$ cat config.mk
export PLATFORM = sky130hd
export DESIGN_NAME = lsm
export DESIGN_NICKNAME = d
export VERILOG_FILES = /design/src/rtl/ecap5_dproc_pkg.sv /design/src/rtl/lsm.sv
export SDC_FILE = /design/constraint.sdc
export NUM_CORES = 1
export LEC_CHECK = 0
export CAP_MARGIN = 25
export CORE_MARGIN = 1.5
export CORE_UTILIZATION = 39
export CTS_CLUSTER_SIZE = 28
export DETAILED_ROUTE_END_ITERATION = 16
export PLACE_DENSITY = 0.72
export SETUP_SLACK_MARGIN = 0.02
export SLEW_MARGIN = 10
export SYNTH_ARGS = -nofsm -noshare
export SYNTH_HDL_FRONTEND = slang
export SYNTH_SLANG_ARGS = --single-unit
export TNS_END_PERCENT = 1
$ cat constraint.sdc
create_clock -name clk_i -period 1.95 [get_ports clk_i]
set_clock_uncertainty 0.15 [all_clocks]
set_input_delay 0.39 -clock clk_i [delete_from_list [all_inputs] [get_ports clk_i]]
set_output_delay 0.39 -clock clk_i [all_outputs]
set_load 0.01 [all_outputs]
$ cat src/rtl/ecap5_dproc_pkg.sv
// Shared types for the data-processor load/store stage: FSM states and
// access-size encodings used on sel_i.
package ecap5_dproc_pkg;

  localparam int DATA_W = 32;

  typedef enum logic [1:0] {
    LSM_IDLE     = 2'd0,
    LSM_REQUEST  = 2'd1,
    LSM_WAIT_ACK = 2'd2
  } lsm_state_t;

  localparam logic [3:0] LS_SIZE_BYTE = 4'b0001;
  localparam logic [3:0] LS_SIZE_HALF = 4'b0011;
  localparam logic [3:0] LS_SIZE_WORD = 4'b1111;

endpackage

$ cat src/rtl/lsm.sv
// Load/store stage: forwards non-memory results and runs one pipelined
// Wishbone B4 transaction per memory instruction, aligning and extending loads.
module lsm
  import ecap5_dproc_pkg::*;
(
  input  logic                clk_i,
  input  logic                rst_i,
  output logic                input_ready_o,
  input  logic                input_valid_i,
  input  logic [DATA_W-1:0]   alu_result_i,
  input  logic                enable_i,
  input  logic                write_i,
  input  logic                unsigned_load_i,
  input  logic [DATA_W-1:0]   write_data_i,
  input  logic [3:0]          sel_i,
  input  logic                reg_write_i,
  input  logic [4:0]          reg_addr_i,
  output logic                output_valid_o,
  output logic                reg_write_o,
  output logic [4:0]          reg_addr_o,
  output logic [DATA_W-1:0]   reg_data_o,
  output logic [DATA_W-1:0]   wb_adr_o,
  output logic [DATA_W-1:0]   wb_dat_o,
  output logic [3:0]          wb_sel_o,
  output logic                wb_we_o,
  output logic                wb_stb_o,
  output logic                wb_cyc_o,
  input  logic [DATA_W-1:0]   wb_dat_i,
  input  logic                wb_ack_i,
  input  logic                wb_stall_i
);

  function automatic logic [DATA_W-1:0] align_load(
    input logic [DATA_W-1:0] data,
    input logic [1:0]        ofs,
    input logic [3:0]        size,
    input logic              uns
  );
    logic [DATA_W-1:0] sh;
    logic [DATA_W-1:0] res;
    sh = data >> {ofs, 3'b000};
    case (size)
      LS_SIZE_BYTE: res = uns ? {24'b0, sh[7:0]}  : {{24{sh[7]}}, sh[7:0]};
      LS_SIZE_HALF: res = uns ? {16'b0, sh[15:0]} : {{16{sh[15]}}, sh[15:0]};
      default:      res = data;
    endcase
    return res;
  endfunction

  lsm_state_t state_q, state_d;
  logic       accept;
  logic       complete;

  logic [1:0] addr_lo_p0;
  logic [3:0] size_p0;
  logic       uns_p0;
  logic       store_p0;
  logic       rw_p0;

  assign input_ready_o = (state_q == LSM_IDLE);

  always_comb begin
    state_d  = state_q;
    accept   = 1'b0;
    complete = 1'b0;
    case (state_q)
      LSM_IDLE: begin
        if (input_valid_i) begin
          accept = 1'b1;
          if (enable_i) state_d = LSM_REQUEST;
        end
      end
      LSM_REQUEST: begin
        // ack is only meaningful once the strobe has been taken by the slave
        if (!wb_stall_i) begin
          if (wb_ack_i) begin
            complete = 1'b1;
            state_d  = LSM_IDLE;
          end else begin
            state_d  = LSM_WAIT_ACK;
          end
        end
      end
      LSM_WAIT_ACK: begin
        if (wb_ack_i) begin
          complete = 1'b1;
          state_d  = LSM_IDLE;
        end
      end
      default: state_d = LSM_IDLE;
    endcase
  end

  always_ff @(posedge clk_i) begin
    if (rst_i) state_q <= LSM_IDLE;
    else       state_q <= state_d;
  end

  // stage p0 -> p1: handshake and bus control
  always_ff @(posedge clk_i) begin
    if (rst_i) begin
      output_valid_o <= 1'b0;
      reg_write_o    <= 1'b0;
      wb_cyc_o       <= 1'b0;
      wb_stb_o       <= 1'b0;
    end else begin
      output_valid_o <= (accept && !enable_i) || complete;
      reg_write_o    <= (accept && !enable_i && reg_write_i) || (complete && rw_p0);
      if (accept && enable_i) begin
        wb_cyc_o <= 1'b1;
        wb_stb_o <= 1'b1;
      end else if (state_q == LSM_REQUEST && !wb_stall_i) begin
        wb_stb_o <= 1'b0;
        if (wb_ack_i) wb_cyc_o <= 1'b0;
      end else if (state_q == LSM_WAIT_ACK && wb_ack_i) begin
        wb_cyc_o <= 1'b0;
      end
    end
  end

  // visible bus/write-back data is cleared on reset so idle outputs are deterministic
  always_ff @(posedge clk_i) begin
    if (rst_i) begin
      reg_addr_o <= '0;
      reg_data_o <= '0;
      wb_adr_o   <= '0;
      wb_dat_o   <= '0;
      wb_sel_o   <= '0;
      wb_we_o    <= 1'b0;
    end else begin
      if (accept) begin
        reg_addr_o <= reg_addr_i;
        reg_data_o <= alu_result_i;
        if (enable_i) begin
          wb_adr_o <= {alu_result_i[DATA_W-1:2], 2'b00};
          wb_dat_o <= write_data_i << {alu_result_i[1:0], 3'b000};
          wb_sel_o <= sel_i << alu_result_i[1:0];
          wb_we_o  <= write_i;
        end
      end else if (complete && !store_p0) begin
        reg_data_o <= align_load(wb_dat_i, addr_lo_p0, size_p0, uns_p0);
      end
    end
  end

  always_ff @(posedge clk_i) begin
    if (accept) begin
      rw_p0      <= reg_write_i;
      addr_lo_p0 <= alu_result_i[1:0];
      size_p0    <= sel_i;
      uns_p0     <= unsigned_load_i;
      store_p0   <= write_i;
    end
  end

endmodule

After elaboration in Yosys (flattened, before gate mapping):

Cells that the tools add are included.

* output and inout port bits: 111
* bits of input ports: 114
* register bits: 119
* word-level logic and storage cells: 69

* shift-type cells: 3
* multiplexer cells: 22
* eq/ne operators: 9
* reductions and logical operators: 19

Operators with widths (number)
* $mux 32: 4
* $pmux 32 s2: 1
* $shl 32x5->32: 1
* $shr 32x5->16: 1
* $mux 1: 10
* $mux 2: 5
* $logic_and 1x1->1: 7
* $pmux 2 s3: 1
* $eq 4x1->1 const B: 1
* $eq 4x2->1 const B: 1
* $ne 2x1->1 const B: 2
* $ne 2x2->1 const B: 2
* $reduce_and 2->1: 2
* $reduce_and 4->1: 1
* $reduce_bool 2->1: 2
* $shl 4x2->4: 1
* $logic_not 1->1: 3
* $ne 3x3->1 const B: 1
* $reduce_bool 3->1: 1
* $eq 2x1->1 const B: 1
* $eq 2x2->1 const B: 1
* $logic_not 2->1: 1
* $logic_or 1x1->1: 2
* $pmux 1 s2: 1

Longest topological paths before layout:

Gate-level depths: netlist (run 1).

* word-level depth: 6
* depth in mapped cells: 8
* gate-level depth less buffers: 7

Worst setup path before layout (run 1):

Ideal clock, no wire load.

* path kind: reg-to-reg
* start point: register state_q[0]
* end point: register reg_data_o[10]
* stages on the path, launching flop included: 7
* path buffers: 0
* arrival: 1702 ps
* clock period less this slack: 1987 ps
* slack: -37 ps
* data required time: 1665 ps
* setup time: 135 ps
* cells stage by stage: dfxtp_1 -> inv_1 -> ha_1 -> nand3b_1 -> a211oi_2 -> a21boi_2 -> a211oi_1

* cells in the longest elaborated chain, start to end: 4
* elaborated cells between the ends (all ways): 8

Ends and longest elaborated chain
* start, declared: RTL line lsm.sv:50 `lsm_state_t state_q, state_d;`
* start signal, assigned: RTL line lsm.sv:96 `else state_q <= state_d;`
* $eq 2x2->1 or $eq 2x1->1 (tied branches): RTL line lsm.sv:66 `case (state_q)`
* $pmux 1 s2: RTL line lsm.sv:66
* $logic_and 1x1->1: RTL line lsm.sv:140 `end else if (complete && !store_p0) begin`
* $reduce_bool 2->1 (no line)
* end signal, assigned: RTL line lsm.sv:133 `reg_data_o <= alu_result_i;`
* end signal, assigned: RTL line lsm.sv:141 `reg_data_o <= align_load(wb_dat_i, addr_lo_p0, size_p0, uns_p0);`
* end, declared: RTL line lsm.sv:21 `output logic [DATA_W-1:0] reg_data_o,`

Several ways; a longest one is shown, not always the timed one.
A chain may end at the register's enable or synchronous reset.

Worst setup path in the final report (run 1):

* start point: register reg_data_o[7]
* end point: output port reg_data_o[7]

No word-level cell between the ends.

==> out/metrics.cfg, run 1 <==
[synthesis]
yosysWarnings=0
syn_inst=669
async_flop_share_pct=0
yosysTopAreaCell=dfxtp_1
ys_seq_elements=119
synth_area_leaders=dfxtp_1, nand2_1, a21oi_1
synth-edff-count=9
netlist_area_um2=5590
synth-main-ff-cell=dfxtp_1
ys_types=52
seq_area_frac_synth_pct=44.2
syn_avg_cell_area_um2=8.36
synth_top_area_share_pct=39.4

[timing]
setup-violations-final=0
holdWs_ns=0.261
rsz0062_at_grt=true
period_share_pct=97.7
max_freq_ghz=0.525
tightestPinTransition_ns=0.770
hold_viol_final=0
slew_headroom_pct=48.6
maxSlewViolCount=0
fin_ws_ns=0.0442
fin_crit_ns=1.91

[status]
status=finished, final reports clean

[final_layout]
area_growth_pct=62.9
antenna_cells=0
multi_input_area_um2=2850
ff_latch_area_um2=2470
n_fill_cell=1128
final_common_cell=clkdlybuf4s50_1
final_cell_mix=clkdlybuf4s50_1, nand2_1, dfxtp_1, a21oi_1, nor2_1
final_area_um2=9110
fin_util_pct=65.3
drive_gt1_share_pct=13.2
nNetsFinal=1025

[global_routing]
grt_pass1_wl_um=29100
grtUsageMet2_pct=44.7
antenna_found_initial=0
grtUsageTotal_pct=25.2
met1_usage_pct=27.7
grt_start_max_net_pins=52
grt_pass1_vias=5721
grt.busiest_layer=met2
met3_usage_pct=8.60
grt_overflow=0

[floorplanning]
coreArea_um2=13900
io_pins=225
rows=43
start_util_pct=40.1
die_height_um=123
die-area_um2=15100
die_w_um=123

[min_path]
hp-start=rst_i
hold_class=in2reg

[drt]
ant_nets=0
drc=0
via_per_inst=5.41
post_drt_wl_per_cell_um=17.6
vias=5946
routed_wl_um=19300
drtIter0Drc=366
dr.pass1.iters=5

[worst_setup_path]
cp_max_fo=2
worst-setup-path-type=reg2out
slowest_delay_ns=0.59
critPathTopFamily=buffers and inverters
worstSetupStartpointType=flop
critPathBufInv=1
worstPathCellList=clkdlybuf4s50_1
worst_ep_required_time_ns=1.41
endpoint_kind=primary output
slowest_stage=clkdlybuf4s50_1
crit_arrival_ns=1.37
worstSetupStartpoint=reg_data_o[7]
timing.rr.start=size_p0[3]

[clock_network]
cts_hold_buf=0
clock-sinks=119
cts_tree=done
clk_path_buf_depth=2
cts-root-buf=clkbuf_16
clk_latency_ns=0.41
htree_levels=4
numCtsBuffers=17
clkTransAtPathRegs_ns=0.06

[place]
gp_congestion=0.855
place_hpwl_um=14300
io_buffer_count=222
place_ws_ns=-0.287
dpl_cell_area_um2=8340

[job]
drv_cap=0

[power]
finalPower_uw=8410
ir_worst_vdd_v=0.000583
leakage_uw=0.00353
power_density_nw_per_um2=924

## state kept, by name (all words and copies together), names as in the netlist
| register | flops |
|---|---|
| wb_dat_o | 32 |
| wb_sel_o | 4 |
| uns_p0 | 1 |
| output_valid_o | 1 |
| wb_cyc_o | 1 |
| store_p0 | 1 |
| addr_lo_p0 | 2 |
| state_q | 2 |
| wb_stb_o | 1 |
| wb_we_o | 1 |
| reg_addr_o | 5 |
| reg_data_o | 32 |
| wb_adr_o | 30 |
| rw_p0 | 1 |
| reg_write_o | 1 |
| size_p0 | 4 |
## layer usage
layer  vias to the layer above  routed length, um
li1                       2861                  -
met1                      2817               7400
met2                       235               9640
met3                        33               1830
met4                         0                452
met5                         -                  0
## final timing paths
path / slack, ns / to / cells past startpoint
max: 0.04 / reg_data_o[7] / 1
min: 0.26 / wb_adr_o[23] / 2
max reg2reg: 0.06 / reg_data_o[27] / 5
min reg2reg: 0.30 / wb_dat_o[5] / 2
## cell type report
| type | count | area share, % |
|---|---|---|
| clock inverters | 4 | 0.797 |
| clock buffers | 28 | 6.38 |
| inverters | 21 | 0.893 |
| repair buffers | 278 | 30.9 |
| multi-input cells | 470 | 31.3 |
| flip-flops and latches | 119 | 27.2 |
| well taps | 180 | 2.47 |
## power by group
| group | switching (uW) | internal [uW] |
|---|---|---|
| logic | 1040 | 1140 |
| registers | 149 | 2720 |
| clock network | 1080 | 2280 |
| total | 2270 | 6150 |
## synthesized netlist by cell type (2+ instances only)
cell type  count
o2bb2ai_1     15
a22oi_1        8
a2bb2oi_1      4
nor2_1        46
o21ai_0        4
nand3_1       10
a311oi_1       4
mux2i_1       27
nand2_1      124
buf_2          8
o211a_1        2
nor3_1        24
nand3b_1       5
buf_4          3
mux2_2        11
ha_1           4
inv_1         20
o41ai_1        2
a31oi_1       16
a21oi_1       83
clkbuf_1      38
nor2b_1        6
a32oi_1        2
o31ai_1       16
o221ai_1       6
a211oi_1      17
mux4_2         2
o211ai_1       9
buf_1         10
edfxtp_1       9
nand2b_1       4
dfxtp_1      110
## per-stage QoR
step	instances	TNS (ns)
global route	1100	0
CTS	1097	0
detailed placement	1065	-8.24
global placement	1065	-6.19
floorplan	670	0
finish	1100	0
## repair_timing
item                       CTS  global route
cloned                       0             1
setup buffers                0             2
resized for setup            5            17
setup endpoints to repair   10            37
pin swaps                    0            10
## logic make-up after synthesis
logic type / share of synthesized area (%)
and+or+nand+nor: 17.2
AOI/OAI and AO/OA: 23.8
DFF: 44.2
buffers and inverters: 5.95
muxes: 7.86
adders and majority gates: 0.895
other: 0.0671
No activity file was read; power rests on OpenSTA's default activity.
==> run 2, diff against run 1 <==
CAP_MARGIN = 20   (was 25)
CORE_MARGIN = 8   (was 1.5)
CORE_UTILIZATION = 40   (was 39)
PLACE_DENSITY = 0.71   (was 0.72)
clock period = 2.1 ns   (was 1.95 ns; I/O delays follow)
==> out/metrics.cfg, run 2 (synthesis results as in run 1) <==
[clock_network]
clkTransAtPathRegs_ns=0.05
clock-sinks=119
cts_tree=done
htree_levels=4
cts-root-buf=clkbuf_16
clk_latency_ns=0.41
cts_hold_buf=0
clk_path_buf_depth=2
postCtsSetupBuffers=0
numCtsBuffers=17

[global_routing]
antenna_found_initial=1
grt_overflow=0
grt_pass1_wl_um=31200
grt_pass1_vias=5917
grt_start_max_net_pins=63
grtUsageTotal_pct=21.7

[floorplanning]
die_height_um=134
die_w_um=134
rows=43
die-area_um2=18000
io_pins=225
start_util_pct=40.6
coreArea_um2=13800

[worst_setup_path]
endpoint_kind=flop
cp_max_fo=10
crit_arrival_ns=2.13
worstPathCellList=inv_1 -> ha_2 -> nand3b_1 -> a21o_2 -> o2bb2ai_1 -> a211oi_1
timing.rr.start=state_q[1]
regToRegSetupSlack_ns=0.13
slowest_delay_ns=0.36
ff2ff_path_depth=6
r2r-end=reg_data_o[8]
worst-setup-path-type=reg2reg
worstSetupStartpointType=flop
slowest_stage=dfxtp_1
worst_ep_required_time_ns=2.26

[power]
finalPower_uw=7600
power_density_nw_per_um2=862
leakage_uw=0.00337
combPwrFrac_pct=25.3
p_int_uw=5520
switching_share_pct=27.5
p_seq_share_pct=35.0
p_clk_share_pct=39.7
power.net_switching_uw=2090
ir_worst_vdd_v=0.000487

[final_layout]
final_cell_mix=clkdlybuf4s50_1, nand2_1, dfxtp_1, a21oi_1, nor2_1
drive_gt1_share_pct=10.5
area_growth_pct=57.8
n_fill_cell=1185
final_common_cell=clkdlybuf4s50_1
antenna_cells=0
top_regs=reg_data_o: 32 flops, wb_dat_o: 32 flops, wb_adr_o: 30 flops
nNetsFinal=1009

[min_path]
hold_class=reg2reg
hold_path_depth=2
hp-start=wb_dat_o[5]
min_to=wb_dat_o[5]

[timing]
fin_ws_ns=0.129
rsz0062_at_grt=false
slew_headroom_pct=48.1
setup-violations-final=0
fin_crit_ns=1.97
tightestPinTransition_ns=0.777
hold_viol_final=0
maxSlewViolCount=0
max_freq_ghz=0.507
period_share_pct=93.8

[place]
io_buffer_count=222
gp_congestion=0.815
place_ws_ns=-0.210
place_hpwl_um=15300

[drt]
routed_wl_um=20200
dr.pass1.iters=5
drc=0
drtIter0Drc=393
post_drt_wl_per_cell_um=18.7
vias=5834
ant_nets=0
via_per_inst=5.38

[job]
drv_cap=0

[status]
status=finished, final reports clean

==> run 2: cell types whose count changed in the layout (fill, tap and decap cells not counted), moves of 2 or more <==
cell / delta
buf_12: -4
clkdlybuf4s50_1: +3
clkinv_2: +4
dlymetal6s2s_1: -2
clkbuf_8: -4
buf_6: -3
inv_1: +2
dfxtp_1: +2
clkbuf_16: -4
dfxtp_2: -2
bufinv_16: +2
buf_4: -8
==> run 2: worst max path at each step <==
stage | from | slack (ns) | end | cells past startpoint
2_1_floorplan | state_q[0] | 0.11 | reg_data_o[10] | 6
3_3_place_gp | wb_dat_i[23] | -0.17 | reg_data_o[7] | 5
3_5_place_dp | wb_dat_i[23] | -0.21 | reg_data_o[7] | 5
4_1_cts | state_q[0] | 0.07 | reg_data_o[5] | 6
5_1_grt | state_q[1] | 0.04 | reg_data_o[11] | 6
6_report | state_q[1] | 0.13 | reg_data_o[8] | 6
==> run 2: repair_timing <==
item	4_1_cts	5_1_grt
gates resized for setup	2	3
pin swaps	0	1
endpoints found under the setup margin	1	14
gates cloned	0	0
==> run 2: layer usage <==
metal,up-vias,share of wire (%),global-route usage (%)
li1,2834,-,-
met1,2733,40,24.7
met2,236,48,36.5
met3,29,9.7,8.56
met4,2,1.4,7.11
met5,-,0.064,0
==> run 2: power groups by stage <==
stage,clock network [uW],logic [uW],registers (uW)
2_1_floorplan,0,833,2780
3_3_place_gp,0,1890,2690
3_5_place_dp,0,1930,2700
4_1_cts,3060,1930,2660
5_1_grt,3180,2080,2690
6_report,3020,1930,2660
==> run 2: worst max-delay path, delay by kind of cell (launching register included) <==
| family | cells | cell delay (ns) |
|---|---|---|
| adder cells (fa/ha/maj) | 1 | 0.35 |
| AO/OA/AOI/OAI | 3 | 0.75 |
| buffers and inverters | 1 | 0.10 |
| AND/OR/NAND/NOR | 1 | 0.17 |
| flip-flops | 1 | 0.36 |
==> run 2: cell type report <==
| cell class | instances | area (um2) | area share [%] |
|---|---|---|---|
| inverter | 21 | 78.8 | 0.894 |
| clock inverter | 10 | 153 | 1.73 |
| tap | 180 | 225 | 2.55 |
| timing repair buffer | 262 | 2620 | 29.7 |
| clock buffer | 22 | 454 | 5.15 |
| multi-input combinational | 470 | 2820 | 32.0 |
| sequential | 119 | 2470 | 28.0 |
==> run 2: stage by stage <==
| step | area (um2) | hold slack [ns] | setup TNS, ns | util, % | cells |
|---|---|---|---|---|---|
| final | 8820 | 0.302 | 0 | 64.0 | 1084 |
| after global routing | 8820 | 0.321 | 0 | 64.0 | 1084 |
| after CTS | 8810 | 0.301 | 0 | 63.9 | 1084 |
| after detailed placement | 8200 | 0.293 | -4.01 | 59.5 | 1052 |
| after global placement | 8200 | 0.289 | -2.13 | 59.5 | 1052 |
| after floorplan | 5590 | 0.299 | 0 | - | 670 |
